### config.mk
export PLATFORM = sky130hd
export DESIGN_NAME = counter_ctrl_flat
export DESIGN_NICKNAME = d
export VERILOG_FILES = /design/src/rtl/counter_ctrl_pkg.sv /design/src/rtl/counter_ctrl_if.sv /design/src/rtl/counter_ctrl_btn_debounce.sv /design/src/rtl/counter_ctrl.sv /design/src/flat_wrapper.sv
export SDC_FILE = /design/constraint.sdc
export NUM_CORES = 1
export LEC_CHECK = 0
export CORE_MARGIN = 2
export CORE_UTILIZATION = 47
export CTS_BUF_LIST = sky130_fd_sc_hd__clkbuf_8 sky130_fd_sc_hd__clkbuf_16
export CTS_CLUSTER_SIZE = 30
export DETAILED_ROUTE_END_ITERATION = 10
export PLACE_DENSITY = 0.72
export SLEW_MARGIN = 5
export SYNTH_ARGS = -nofsm -noshare
export SYNTH_HDL_FRONTEND = slang
export SYNTH_HIERARCHICAL = 1
export SYNTH_SLANG_ARGS = --single-unit
export TNS_END_PERCENT = 50
### constraint.sdc
create_clock -name clock -period 7.5 [get_ports clock]
set_input_delay 0.75 -clock clock [delete_from_list [all_inputs] [get_ports clock]]
set_output_delay 0.75 -clock clock [all_outputs]
set_load 0.02 [all_outputs]
### src/rtl/counter_ctrl_pkg.sv
// Shared constants for the start/stop/clear counter controller.
// Holds the FSM state encoding and the counter-width helper.
// Imported by the RTL and the testbench so both agree on encodings.
package counter_ctrl_pkg;

  typedef enum logic [1:0] {
    ST_IDLE  = 2'd0,
    ST_RUN   = 2'd1,
    ST_PAUSE = 2'd2
  } state_e;

  // Width of a counter that must hold values 0..n-1 (at least one bit).
  function automatic int ctr_width(input int n);
    return (n <= 2) ? 1 : $clog2(n);
  endfunction

endpackage

### src/rtl/counter_ctrl_if.sv
// Button inputs and counter-control outputs of counter_ctrl.
// No latency: plain wires grouped for port hygiene.
// No backpressure: buttons are raw levels, outputs are single-cycle pulses/levels.
interface counter_ctrl_if;
  logic btn_start;
  logic btn_clear;
  logic count_en;
  logic count_clr;
  logic running;

  // Drives the buttons and observes the controller (bench / board side).
  modport master (
    output btn_start,
    output btn_clear,
    input  count_en,
    input  count_clr,
    input  running
  );

  // The controller itself.
  modport slave (
    input  btn_start,
    input  btn_clear,
    output count_en,
    output count_clr,
    output running
  );
endinterface

### src/rtl/counter_ctrl_btn_debounce.sv
// Synchronise, debounce and edge-detect one raw mechanical button.
// Latency: press pulse is registered DEBOUNCE_CYCLES+2 edges after the raw level is first sampled.
// No backpressure: emits a one-cycle press pulse per accepted 0->1 transition.
module btn_debounce
  import counter_ctrl_pkg::*;
#(
  parameter int DEBOUNCE_CYCLES = 1_000_000
) (
  input  logic clock,
  input  logic reset,
  input  logic btn_raw,
  output logic press
);

  localparam int CW = ctr_width(DEBOUNCE_CYCLES);
  localparam logic [CW-1:0] CNT_LAST = CW'(DEBOUNCE_CYCLES - 1);

  logic          sync1_q, sync1_d;
  logic          sync2_q, sync2_d;
  logic          stable_q, stable_d;
  logic [CW-1:0] cnt_q, cnt_d;
  logic          press_q, press_d;

  // Synchroniser chain, mismatch counter and stable-level update.
  // The counter holds how many consecutive cycles the synchronised level has
  // disagreed with the stable level; the level is accepted on the cycle the
  // run length reaches DEBOUNCE_CYCLES, so shorter glitches leave no trace.
  always_comb begin
    sync1_d  = btn_raw;
    sync2_d  = sync1_q;
    stable_d = stable_q;
    cnt_d    = '0;
    if (sync2_q != stable_q) begin
      if (cnt_q == CNT_LAST) begin
        stable_d = sync2_q;
      end else begin
        cnt_d = cnt_q + CW'(1);
      end
    end
    // Only a rising stable level counts as a press; release is ignored.
    press_d = stable_d & ~stable_q;
  end

  // State registers, all cleared by reset so a partial debounce is discarded.
  always_ff @(posedge clock or negedge reset) begin
    if (!reset) begin
      sync1_q  <= 1'b0;
      sync2_q  <= 1'b0;
      stable_q <= 1'b0;
      cnt_q    <= '0;
      press_q  <= 1'b0;
    end else begin
      sync1_q  <= sync1_d;
      sync2_q  <= sync2_d;
      stable_q <= stable_d;
      cnt_q    <= cnt_d;
      press_q  <= press_d;
    end
  end

  assign press = press_q;

endmodule

### src/rtl/counter_ctrl.sv
// Start/pause/clear controller producing tick enables for a two-digit counter.
// Latency: running/count_clr change DEBOUNCE_CYCLES+3 edges after a new held button level.
// No backpressure: count_en fires once per TICK_DIV cycles in RUN; all outputs registered.
module counter_ctrl
  import counter_ctrl_pkg::*;
#(
  parameter int DEBOUNCE_CYCLES = 1_000_000,
  parameter int TICK_DIV        = 50_000_000
) (
  input  logic           clock,
  input  logic           reset,
  counter_ctrl_if.slave  bus
);

  localparam int TW = ctr_width(TICK_DIV);
  localparam logic [TW-1:0] TICK_LAST = TW'(TICK_DIV - 1);

  logic start_press;
  logic clear_press;

  btn_debounce #(.DEBOUNCE_CYCLES(DEBOUNCE_CYCLES)) u_deb_start (
    .clock   (clock),
    .reset   (reset),
    .btn_raw (bus.btn_start),
    .press   (start_press)
  );

  btn_debounce #(.DEBOUNCE_CYCLES(DEBOUNCE_CYCLES)) u_deb_clear (
    .clock   (clock),
    .reset   (reset),
    .btn_raw (bus.btn_clear),
    .press   (clear_press)
  );

  state_e        state_q, state_d;
  logic [TW-1:0] tick_q, tick_d;
  logic          running_q, running_d;
  logic          count_en_q, count_en_d;
  logic          count_clr_q, count_clr_d;

  // Next-state logic; a clear press always wins over a simultaneous start press.
  always_comb begin
    state_d     = state_q;
    count_clr_d = 1'b0;
    case (state_q)
      ST_IDLE: begin
        if (clear_press) begin
          count_clr_d = 1'b1;
        end else if (start_press) begin
          state_d = ST_RUN;
        end
      end
      ST_RUN: begin
        if (clear_press) begin
          state_d     = ST_IDLE;
          count_clr_d = 1'b1;
        end else if (start_press) begin
          state_d = ST_PAUSE;
        end
      end
      ST_PAUSE: begin
        if (clear_press) begin
          state_d     = ST_IDLE;
          count_clr_d = 1'b1;
        end else if (start_press) begin
          state_d = ST_RUN;
        end
      end
      default: state_d = ST_IDLE;
    endcase
  end

  // Tick counter and registered outputs. The counter only advances on cycles
  // that stay in RUN, so pausing and resuming neither loses nor gains time.
  // Outputs are computed from next-state values so the flops line up with
  // the state they describe.
  always_comb begin
    tick_d = tick_q;
    if (state_d == ST_IDLE) begin
      tick_d = '0;
    end else if ((state_q == ST_RUN) && (state_d == ST_RUN)) begin
      tick_d = (tick_q == TICK_LAST) ? '0 : tick_q + TW'(1);
    end
    running_d  = (state_d == ST_RUN);
    count_en_d = (state_d == ST_RUN) && (tick_d == TICK_LAST);
  end

  // State and output registers.
  always_ff @(posedge clock or negedge reset) begin
    if (!reset) begin
      state_q     <= ST_IDLE;
      tick_q      <= '0;
      running_q   <= 1'b0;
      count_en_q  <= 1'b0;
      count_clr_q <= 1'b0;
    end else begin
      state_q     <= state_d;
      tick_q      <= tick_d;
      running_q   <= running_d;
      count_en_q  <= count_en_d;
      count_clr_q <= count_clr_d;
    end
  end

  assign bus.running   = running_q;
  assign bus.count_en  = count_en_q;
  assign bus.count_clr = count_clr_q;

endmodule

### src/flat_wrapper.sv
// flat-port wrapper written by rule: the top's interface ports become plain ports
module counter_ctrl_flat import counter_ctrl_pkg::*;
#(
  parameter int DEBOUNCE_CYCLES = 1_000_000,
  parameter int TICK_DIV        = 50_000_000
)
  (clock, reset, bus_btn_start, bus_btn_clear, bus_count_en, bus_count_clr, bus_running);
  counter_ctrl_if bus_i ();
  input  logic clock;
  input  logic reset;
  input wire logic [$bits(bus_i.btn_start)-1:0] bus_btn_start;
  input wire logic [$bits(bus_i.btn_clear)-1:0] bus_btn_clear;
  output wire logic [$bits(bus_i.count_en)-1:0] bus_count_en;
  output wire logic [$bits(bus_i.count_clr)-1:0] bus_count_clr;
  output wire logic [$bits(bus_i.running)-1:0] bus_running;
  assign bus_i.btn_start = bus_btn_start;
  assign bus_i.btn_clear = bus_btn_clear;
  assign bus_count_en = bus_i.count_en;
  assign bus_count_clr = bus_i.count_clr;
  assign bus_running = bus_i.running;
  counter_ctrl #(.DEBOUNCE_CYCLES(DEBOUNCE_CYCLES), .TICK_DIV(TICK_DIV)) u_core (.clock(clock), .reset(reset), .bus(bus_i));
endmodule
== Word-level counts from Yosys, hierarchy flattened ==
Cells that the tools add are included.

* Flip-flop bits (word level): 79
* Input port bits: 4

* Add/subtract/negate cells: 3
* Equality and inequality tests: 9
* Multiplexer cells: 19
* Bitwise operators: 4
* Reduce and logical (&&, ||, !) cells: 5

{| class="wikitable"
|+ Operators by type and width
! cell !! number
|-
| $mux 20 || 4
|-
| $mux 26 || 3
|-
| $eq 26x26->1 const B || 2
|-
| $add 20x1->20 const B || 2
|-
| $eq 20x20->1 const B || 2
|-
| $add 26x1->26 const B || 1
|-
| $mux 2 || 5
|-
| $mux 1 || 6
|-
| $pmux 2 s3 || 1
|-
| $eq 2x1->1 const B || 2
|-
| $logic_not 2->1 || 2
|-
| $reduce_or 3->1 || 1
|-
| $and 1x1->1 || 2
|-
| $eq 2x2->1 const B || 1
|-
| $logic_and 1x1->1 || 2
|-
| $ne 1x1->1 || 2
|-
| $not 1->1 || 2
|}

== Longest topological paths before layout ==
* Depth in word-level cells: 9
* Gate-level depth with buffers: 9
* Mapped depth without buffers: 7

== Modules after synthesis ==
Netlist, hierarchy kept.

{| class="wikitable"
|+ By module, submodules not included
! module !! times used !! cells an instance !! area each (µm²) !! seq. area each (µm²)
|-
| btn_debounce || 2 || 116 || 1136.1 || 600.6
|-
| counter_ctrl || 1 || 225 || 1980.6 || 775.7
|}

== Worst setup path after synthesis ==
No wires, ideal clock.

* Path type: register to register
* Start point: register u_core.u_deb_start.press_q (netlist: u_core/u_deb_start/press)
* End point: register u_core.count_en_q (netlist: u_core/bus.count_en)
* Arrival: 2.532 ns
* Setup slack: 4.873 ns
* Stages on the path, launching flop included: 9
* Path buffers: 2
* Cells stage by stage: dfrtp_1 > buf_6 > or4b_4 > buf_6 > nor4_4 > nand2_2 > xor2_1 > or4_1 > nor4_2

* Cells in the longest elaborated chain, start to end: 9

{| class="wikitable"
|+ RTL lines
! what !! line !! RTL
|-
| from (decl) || counter_ctrl_btn_debounce.sv:22 || <nowiki>logic press_q, press_d;</nowiki>
|-
| from (signal assigned) || counter_ctrl_btn_debounce.sv:57 || <nowiki>press_q <= press_d;</nowiki>
|-
| $mux 2, on equally long branches || counter_ctrl.sv:49, counter_ctrl.sv:65, counter_ctrl.sv:57 ||
|-
| $mux 2, on equally long branches || counter_ctrl.sv:62, counter_ctrl.sv:47, counter_ctrl.sv:54 ||
|-
| $pmux 2 s3 (*) || counter_ctrl.sv:45 || <nowiki>case (state_q)</nowiki>
|-
| $eq 2x1->1 || counter_ctrl.sv:81, counter_ctrl.sv:85 ||
|-
| $logic_and 1x1->1 || counter_ctrl.sv:81 || <nowiki>end else if ((state_q == ST_RUN) && (state_d == ST_RUN)) begin</nowiki>
|-
| $mux 26 || counter_ctrl.sv:81 ||
|-
| $mux 26 || counter_ctrl.sv:79 || <nowiki>if (state_d == ST_IDLE) begin</nowiki>
|-
| $eq 26x26->1 || counter_ctrl.sv:85 || <nowiki>count_en_d = (state_d == ST_RUN) && (tick_d == TICK_LAST);</nowiki>
|-
| $logic_and 1x1->1 (*) || counter_ctrl.sv:85 ||
|-
| via u_core.count_en_d || counter_ctrl.sv:38 || <nowiki>logic count_en_q, count_en_d;</nowiki>
|-
| to (signal assigned) || counter_ctrl.sv:100 || <nowiki>count_en_q <= count_en_d;</nowiki>
|-
| to (decl) || counter_ctrl.sv:38 ||
|}

Mark *: on every way through the listed nets, which the timed path passes. The rest lies on a longest branch.

== Worst setup path in the final report ==
* Start point: register u_core.state_q[1]
* End point: register u_core.count_en_q (netlist: u_core/bus.count_en)

* Cells in the longest elaborated chain, start to end: 9

{| class="wikitable"
|+ RTL lines
! what !! line !! RTL
|-
| from (decl) || counter_ctrl.sv:35 || <nowiki>state_e state_q, state_d;</nowiki>
|-
| from (signal assigned) || counter_ctrl.sv:97 || <nowiki>state_q <= state_d;</nowiki>
|-
| $mux 2, on equally long branches || counter_ctrl.sv:49, counter_ctrl.sv:65, counter_ctrl.sv:57 ||
|-
| $mux 2, on equally long branches || counter_ctrl.sv:62, counter_ctrl.sv:47, counter_ctrl.sv:54 ||
|-
| $pmux 2 s3 || counter_ctrl.sv:45 ||
|-
| $eq 2x1->1 || counter_ctrl.sv:81, counter_ctrl.sv:85 ||
|-
| $logic_and 1x1->1 || counter_ctrl.sv:81 ||
|-
| $mux 26 || counter_ctrl.sv:81 ||
|-
| $mux 26 || counter_ctrl.sv:79 ||
|-
| $eq 26x26->1 || counter_ctrl.sv:85 ||
|-
| $logic_and 1x1->1 (*) || counter_ctrl.sv:85 ||
|-
| via u_core.count_en_d || counter_ctrl.sv:38 ||
|}

Marks and branches as above.

==> summary.txt <==
Power and ir drop
  • Power density cells: 168 nW/um^2
  • Peak VDD IR: 0.113 mV
  • Comb power frac: around 2.4%
  • Clock network power share: 41.0%
  • Leak Pwr: between 0.0015 and 0.002 uW
  • Net Sw Power: 177 uW
  • Int Pwr: 589 uW
  • Switch share: 23.1%
  • Seq pwr share: 56.5%

Cells and area
  • Fill cell count: about 780
  • Ant. Diodes: 0
  • Layout cell share with drive strength beyond 1: 9.63%
  • Area of the multi-input gates: approximately 2100 sq um
  • Register area: roughly 2000 sq um
  • Layout area overhead: 7.09%
  • Nets: around 460

Clock network
  • # Post-CTS Setup Buffers: 0
  • Root buffer cell: clkbuf_8
  • Post-CTS Hold Buffers: 0
  • Clock Latency Late Sink: 350 ps
  • Post-cts sizing count: 0
  • Buffer depth of the longest clock path: 2
  • CTS tree: done
  • Clk sinks: 79
  • Htree depth: 3
  • Num CTS Buffers: 9
  • Clock transition at path regs: 90 ps

Timing
  • Final setup vio count: 0
  • Fmax: 330 MHz
  • Minimum clock period after layout: 3030 ps
  • Clock skew: 10.3 ps
  • Min Hold Slack: 357 ps
  • Max-slew violations: 0
  • RSZ-0062 raised after global routing: false
  • Tightest Pin Transition: 1120 ps
  • Final Hold Viols: 0
  • Period utilization: 40.4%
  • Slew headroom: 25.2%
  • Total negative setup slack: 0 ps

Placed design
  • Input/output buffers: 6
  • DP HPWL: around 5.7 mm
  • Placer Congestion: roughly 0.84

Routing
  • Wire per inst: roughly 15 um
  • Vias/cell: around 5.7
  • 1st-iter DRT viols: 151
  • Drt pass-1 iters: 4
  • Post-route ant nets: 0
  • DRC: 0
  • WL final: 8.29 mm
  • Vias: 3,235

Logic synthesis
  • Async SR Flop Fraction: 100%
  • Flops & latches, synth: between 70 and 80
  • Synth warn: 6
  • Netlist cell types: between 50 and 60
  • Post-Syn Area: between 4000 and 5000 sq um
  • Mapped Nets: 464
  • Syn_area_per_cell: 9.31 sq um
  • Synth Instances: 457
  • Post-synthesis sequential area ratio: between 40% and 50%
  • Ys flop type: dfrtp_1
  • Post-synth EDFFs: 0

GRT
  • Largest net degree at the start of global routing: 80
  • Total gr overflow: 0
  • Vias in the first global route: 3,247
  • Antenna violations before repair: 0
  • GRT Resource Usage Total: 19.0%
  • First-pass GRT wire length: 15.5 mm

Critical path
  • Launch point of the worst path: u_core/state_q[1]
  • Arrival time at the worst endpoint: 3270 ps
  • CP Launch Type: flip-flop
  • Worst EP required: 7730 ps
  • Worst Setup EP: u_core/bus.count_en
  • R2R Path End: u_core/bus.count_en
  • Critical setup path kind: flip-flop to flip-flop
  • R2R Setup Slk: 4470 ps
  • Worst r2r src: u_core/state_q[1]
  • Worst Setup End Kind: flip-flop
  • CP Max Fanout: 18
  • R2R cell count: 6

Run
  • Max Cap Viol: 0

Die
  • Initial Util: between 40% and 50%
  • Die width: 99.1 um
  • Die area: 9830 sq um
  • Core ar.: slightly below 9000 sq um
  • Row count: 34
  • Die H: 99.1 um
  • Io pins: 7

Min path
  • Hold Path Class: flip-flop to flip-flop

Status
  • Status: completed
==> power groups by stage <==
| stage | sequential [uW] | combinational (uW) | clock [uW] |
|---|---|---|---|
| 6_report | 433 | 18.5 | 314 |
| 2_1_floorplan | 441 | 7.43 | 0 |
| 3_5_place_dp | 442 | 19.3 | 0 |
| 4_1_cts | 433 | 19.4 | 326 |
| 5_1_grt | 434 | 22.5 | 339 |
| 3_3_place_gp | 441 | 19.1 | 0 |
==> worst min path at each step <==
stage	startpoint	to	slack [ps]	cells after the start
4_1_cts	u_core/u_deb_clear/sync1_q	u_core/u_deb_clear/sync2_q	360	0
6_report	u_core/u_deb_clear/sync1_q	u_core/u_deb_clear/sync2_q	360	0
2_1_floorplan	u_core/u_deb_clear/sync1_q	u_core/u_deb_clear/sync2_q	330	0
3_5_place_dp	u_core/u_deb_clear/sync1_q	u_core/u_deb_clear/sync2_q	340	0
5_1_grt	u_core/u_deb_clear/sync1_q	u_core/u_deb_clear/sync2_q	360	0
3_3_place_gp	u_core/u_deb_clear/sync1_q	u_core/u_deb_clear/sync2_q	350	0
==> area by class of cell <==
class,instances,share of cell area (%)
Tap cell,108,2.97
Sequential cell,79,43.4
Timing Repair Buffer,8,1.59
Clock buffer,9,2.72
Clock inverter,7,1.59
Multi-Input combinational cell,338,46.4
Inverter,16,1.32
==> worst max-delay path: stages, from the launching register on <==
cell	delay, ps
dfrtp_1	500
or4b_4	700
nor4_4	590
nand2_2	100
xor2_1	180
or4_1	570
nor4_2	270
==> state kept, by name (all words and copies together) (netlist names) <==
signal and flops:
u_core/u_deb_start/sync1_q 1, u_core/u_deb_clear/cnt_q 20, u_core/u_deb_clear/stable_q 1, u_core/u_deb_clear/press 1
u_core/u_deb_start/sync2_q 1, u_core/u_deb_clear/sync2_q 1, u_core/tick_q 26, u_core/bus.running 1
u_core/bus.count_en 1, u_core/u_deb_start/press 1, u_core/u_deb_start/cnt_q 20, u_core/u_deb_start/stable_q 1
u_core/state_q 2, u_core/u_deb_clear/sync1_q 1, u_core/bus.count_clr 1
==> synthesized netlist by cell type, types with 2 or more instances <==
cell	number	share of area, %
inv_1	16	1.4
clkbuf_1	19	1.7
buf_6	2	0.53
or2_2	4	0.59
mux2_2	3	0.79
nor3b_1	2	0.35
nand4_1	17	2.5
nand3b_1	2	0.35
nand2b_1	4	0.59
nor4_2	2	0.59
nor3_1	9	1.1
o31ai_1	6	1.1
and2_1	3	0.44
xnor2_1	22	4.5
nor4bb_1	3	0.71
o211ai_1	3	0.53
nand2_1	21	1.9
or4_1	13	2.3
xor2_1	26	5.4
dfrtp_1	79	46
and3_1	4	0.59
nand3_1	29	3.4
or3_2	6	1.1
nand3_2	2	0.47
nor4_1	13	1.9
nor2b_1	4	0.59
o21ai_0	14	1.6
a21boi_0	3	0.53
ha_1	3	0.88
buf_2	3	0.35
and3_2	2	0.35
a21oi_1	21	2.5
and3b_1	2	0.41
nand4b_1	4	0.82
or3_1	5	0.74
nor4b_1	2	0.41
a31oi_1	2	0.29
nor2_1	67	5.9
==> kinds of logic (layout without fill, tap and decap cells) <==
group,count (synthesis),after routing,synth area share [%]
xor+xnor,48,48,9.89
compound gates,57,57,8.12
buf+inv,40,40,3.97
mux,4,4,1.03
simple gates,226,226,29.6
fa+ha+maj,3,3,0.883
flops,79,79,46.5
==> through the flow <==
step / area (sq um) / setup WS (ps) / total power (uW) / utilization, % / cells
CTS: 4550 / 4480 / 778 / 52.0 / 565
detailed placement: 4360 / 4510 / 461 / 49.7 / 549
floorplan: 4250 / 4870 / 448 / - / 457
global placement: 4360 / 4590 / 460 / 49.7 / 549
finish: 4550 / 4470 / 766 / 52.0 / 565
global route: 4550 / 4160 / 796 / 52.0 / 565
==> layer usage <==
metal	vias to the layer above	routed length (um)	part of all wire [%]	track usage [%]
li1	1608	-	-	-
met1	1580	3970	48	27.1
met2	39	4010	48	29.7
met3	8	207	2.5	3.72
met4	0	101	1.2	5.69
met5	-	0	0	0
==> layout by cell type (no fill, tap or decap), types with 6 or more instances in the layout <==
cell type,instances
o31ai_1,6
xor2_1,26
o21ai_0,12
nand2_1,21
nand3_1,29
xnor2_1,22
dfrtp_1,79
inv_1,17
a21oi_1,21
nor3_1,9
nor2_1,67
clkbuf_8,9
nor4_1,13
or3_2,6
or4_1,13
nand4_1,17
No activity file was read; power rests on OpenSTA's default activity.
